$ cat config.mk
export PLATFORM = sky130hd
export DESIGN_NAME = countdown_timer
export DESIGN_NICKNAME = d
export VERILOG_FILES = /design/src/rtl/countdown_timer.sv
export SDC_FILE = /design/constraint.sdc
export NUM_CORES = 1
export LEC_CHECK = 0
export BUFFER_PORTS_ARGS = -buffer_cell sky130_fd_sc_hd__buf_2
export CAP_MARGIN = 20
export CORE_MARGIN = 2
export CORE_UTILIZATION = 61
export DETAILED_ROUTE_END_ITERATION = 16
export PLACE_DENSITY_LB_ADDON = 0.15
export SLEW_MARGIN = 0
export SYNTH_ARGS = -nofsm -noshare
export SYNTH_HDL_FRONTEND = slang
export SYNTH_SLANG_ARGS = --single-unit
$ cat constraint.sdc
create_clock -name Clk -period 10.8 [get_ports Clk]
set_input_delay 1.08 -clock Clk [delete_from_list [all_inputs] [get_ports Clk]]
set_output_delay 1.08 -clock Clk [all_outputs]
set_load 0.03 [all_outputs]
$ cat src/rtl/countdown_timer.sv
// Loadable down-counter with optional divide-by-4 prescaler, one-shot or
// auto-reload expiry, and a registered one-cycle expiry pulse on Irq.
module countdown_timer #(
  parameter int WIDTH = 64
) (
  input  logic             Clk,
  input  logic             Reset,
  input  logic             Load,
  input  logic [WIDTH-1:0] LoadVal,
  input  logic             En,
  input  logic             Slt,
  input  logic             Mode,
  output logic [WIDTH-1:0] Count,
  output logic             Irq,
  output logic             Busy,
  output logic             Done,
  output logic [1:0]       state_dbg
);

  typedef enum logic [1:0] {
    IDLE  = 2'd0,
    COUNT = 2'd1,
    DONE  = 2'd2
  } state_t;

  localparam logic [WIDTH-1:0] ONE = WIDTH'(1);

  state_t           state_q, state_d;
  logic [WIDTH-1:0] count_q, count_d;
  logic [WIDTH-1:0] preset_q, preset_d;
  logic [1:0]       pre_q, pre_d;
  logic             irq_q, irq_d;
  logic             tick;

  always_ff @(posedge Clk or posedge Reset) begin
    if (Reset) begin
      state_q  <= IDLE;
      count_q  <= '0;
      preset_q <= '0;
      pre_q    <= 2'd0;
      irq_q    <= 1'b0;
    end else begin
      state_q  <= state_d;
      count_q  <= count_d;
      preset_q <= preset_d;
      pre_q    <= pre_d;
      irq_q    <= irq_d;
    end
  end

  always_comb begin
    state_d  = state_q;
    count_d  = count_q;
    preset_d = preset_q;
    pre_d    = pre_q;
    irq_d    = 1'b0;
    tick     = 1'b0;
    if (Load) begin
      count_d  = LoadVal;
      preset_d = LoadVal;
      pre_d    = 2'd0;
      state_d  = (LoadVal != '0) ? COUNT : IDLE;
    end else if (state_q == COUNT && En) begin
      // With the prescaler selected, the tick lands on the fourth enabled cycle.
      if (Slt) begin
        pre_d = pre_q + 2'd1;
        tick  = (pre_q == 2'd3);
      end else begin
        tick  = 1'b1;
      end
      if (tick) begin
        if (count_q > ONE) begin
          count_d = count_q - ONE;
        end else if (count_q == ONE) begin
          irq_d = 1'b1;
          if (Mode) begin
            count_d = preset_q;
          end else begin
            count_d = '0;
            state_d = DONE;
          end
        end
      end
    end
  end

  assign Count     = count_q;
  assign Irq       = irq_q;
  assign Busy      = (state_q == COUNT);
  assign Done      = (state_q == DONE);
  assign state_dbg = state_q;

endmodule
==> results.md <==
* Status: finished, final reports clean
* Die area at 13300 µm²
* Worst setup EP type: flop
* Post-CTS sizing at 0
* Pint at 967 µW
* Slew @ Worst Pin at 1.12 ns
* Initial Util at 62.7%
* Normalized max-slew margin at 25.2%
* Layout Nets at 1040
* Area delta synth->final at 16.4%
* Power Dens Cells at 164 nW/µm²
* Finished Cell Area at 8810 µm²
* Vias in the first global route at 7307
* R2R Path End: Count[49]$_DFFE_PP0P_
* Clk_skew at 0.00573 ns
* Vias at 7748
* Setup Buffers After CTS at 0
* Grt total ovfl at 0
* Final Hold Fails at 0
* Most common cell in the netlist: dfrtp_1
* Final worst slack at 6.54 ns
* Top FF cell, synth: dfrtp_1
* Width of the die at 115 µm
* Worst-path clk slew at 0.05 ns
* I/O Buffers at 138
* Achievable clock frequency at 235 MHz
* R2R Setup Slk at 6.54 ns
* Max Cap Viol at 0
* Share of layout cells above drive strength 1 at 22.7%
* Synth Warn # at 0
* Dpl ws at 6.81 ns
* Avg Cell Area, Syn at 8.83 µm²
* Psw at 476 µW
* Drc violations at 0
* Chip height at 115 µm
* Sw Share at 33.0%
* Hold_buf cts at 0
* Post-Syn Nets at 930
* Via density at 6.79
* Final setup viols at 0
* Sequential share of the synthesized area at 44.0%
* All-Layer GR Usage at 37.3%
* Clk root buf: clkbuf_16
* Hold Path Depth at 1
* TritonCTS Buffers at 17
* CTS sink count at 133
* Hold worst-path end: preset_q[63]$_DFFE_PP0P_
* Crit-path max FO at 45
* Comb power frac at 21.8%
* Dpl cell area at 8290 µm²
* CP Data Required Time at 11.11 ns
* CTS tree: yes
* Crit Reg-Reg Startpoint: Count[12]$_DFFE_PP0P_
* Flop pwr share at 43.7%
* Fill count at 893
* Area share of the largest cell type after synthesis at 44.0%
* First-pass GRT wire length at 38100 µm
* Pre-antenna DRT Iters at 6
* Leakage power at 0.00382 µW
* Data arrival time of the worst path at 4.56 ns
* Slowest stage delay, CP at 1.01 ns
* Initial antenna violation count at 0
* Flops & latches, synth at 133
* Hold_sp: preset_q[63]$_DFFE_PP0P_
* Top cells by count, synth: 133 x dfrtp_1, 87 x nand2_1, 78 x o21ai_0
* Worst Setup Path Type: flop to flop
* DRT Wirelength at 24300 µm
* RSZ-0062 raised after global routing: no
* CTS max path bufs at 2
* Largest net degree at the start of global routing at 86
* Min Tclk post-route at 4.26 ns
* Worst VDD drop at 117 µV
* Number of synthesized flops with an enable pin at 0
* Synthesized cell area at 7570 µm²
* HP Class: flop to flop
* Slew Limit Fails at 0
* H-Tree Level Count at 4
* Synth cell types at 62
* Setup TNS Final at 0 ns
* Routed len/inst at 21.3 µm
* Worst Setup Start Kind: flop
* Gpl congestion at 0.950
* Mapped Cells at 857
* Core area at 12100 µm²
* Worst-Skew Late Latency at 0.42 ns
* Synth area leaders: dfrtp_1 44%, mux2_2 5.7%, o21ai_0 5.2%
* Initial DRC count at 1009
* Period utilization at 39.4%
* Placed wire-length estimate at 16000 µm
* Final ANT Viol Nets at 0
* Slowest-stage cell, CP: a31o_2
* Clock share of power at 34.5%
* Worst hold slack at 0.470 ns
* Async S/R FF share, synth at 100%
* Area leader, netlist: dfrtp_1
* Row cnt at 40
* I/O pin total at 139
* Antenna diodes at 0
* CP Cell Sequence: nor4_1 > nand4_1 > nor4_2 > a31o_2 > nor2_1 > a21oi_1 > o21ai_1
* R2R depth at 7
==> cells in the final DEF (no fill, tap or decap), types with 5 or more instances in the layout <==
master       n
a31oi_1     23
o211ai_1     7
or4_1        9
mux2_2      38
nor3_1      30
buf_4        9
o21ai_0     78
o31ai_1      5
nand2_1     87
or3_1        7
a211o_1      8
clkbuf_1     5
nor2_1      60
nand3_1     21
nand4_1     14
a21oi_1     57
and3_1       9
xnor2_1     12
dfrtp_1    133
inv_1       37
o22ai_1      7
nor4_1      35
a311oi_1    13
clkbuf_16   17
o21ai_1      9
a22oi_1     16
a22o_1       5
buf_2      137
o31a_1       5
==> layout make-up <==
cell class	instances	area, µm²	area share (%)
multi-input combinational	629	3860	43.8
sequential	133	3330	37.8
timing repair buffer	148	786	8.92
clock buffer	25	485	5.51
tap	168	210	2.39
inverter	38	145	1.65
==> cells by family (layout without fill, tap and decap cells) <==
family | Yosys count | count (layout) | synth area share (%)
AO/OA/AOI/OAI | 269 | 269 | 22.5
buffers and inverters | 95 | 211 | 5.29
AND/OR/NAND/NOR | 304 | 304 | 20.4
flip-flops | 133 | 133 | 44.0
multiplexers | 38 | 38 | 5.65
XOR/XNOR | 15 | 15 | 1.74
adder cells (fa/ha/maj) | 3 | 3 | 0.496
==> metrics by stage <==
stage | total power (µW) | utilization (%) | cells
after floorplan | 829 | - | 857
after global placement | 931 | 68.8 | 1114
after detailed placement | 941 | 68.8 | 1114
after CTS | 1440 | 72.8 | 1139
after global routing | 1500 | 73.0 | 1141
final | 1440 | 73.0 | 1141
==> power groups by stage <==
stage / Clock (µW) / Sequential (µW) / Combinational [µW]
after floorplan: 0 / 686 / 143
after global placement: 0 / 630 / 302
after detailed placement: 0 / 633 / 308
after CTS: 499 / 626 / 310
after global routing: 522 / 637 / 341
final: 498 / 630 / 315
==> worst max-delay path by stage <==
| stage | from | end | slack [ns] | cells after the start |
|---|---|---|---|---|
| 2_1_floorplan | Reset | Count[0]$_DFFE_PP0P_ | 6.17 | 1 |
| 3_3_place_gp | Count[0]$_DFFE_PP0P_ | Count[1]$_DFFE_PP0P_ | 6.94 | 9 |
| 3_5_place_dp | Count[12]$_DFFE_PP0P_ | Count[49]$_DFFE_PP0P_ | 6.81 | 7 |
| 4_1_cts | Count[12]$_DFFE_PP0P_ | Count[1]$_DFFE_PP0P_ | 6.73 | 7 |
| 5_1_grt | Count[12]$_DFFE_PP0P_ | Count[1]$_DFFE_PP0P_ | 6.36 | 7 |
| 6_report | Count[12]$_DFFE_PP0P_ | Count[49]$_DFFE_PP0P_ | 6.54 | 7 |
==> metal layers <==
metal  share of wire (%)  up-vias  global-route usage [%]  wire length (µm)
li1                    -     3402                       -                 -
met3                  11      101                    8.43              2600
met5                   0        -                       0                 0
met4                 4.4        0                    17.6              1080
met2                  46      582                    57.5             11200
met1                  39     3663                    50.3              9350
==> registers in the layout, indices dropped and copies added, names as in the netlist <==
signal and cells:
state_dbg 2, Irq 1, preset_q 64, Count 64, pre_q 2
==> worst max-delay path: cells and delay by family, from the launching register on <==
kind / cells / cell delay [ns]
DFF: 1 / 0.43
AOI/OAI and AO/OA: 3 / 1.28
and+or+nand+nor: 4 / 2.40
Note: power is estimated with default switching activity, not from simulation.
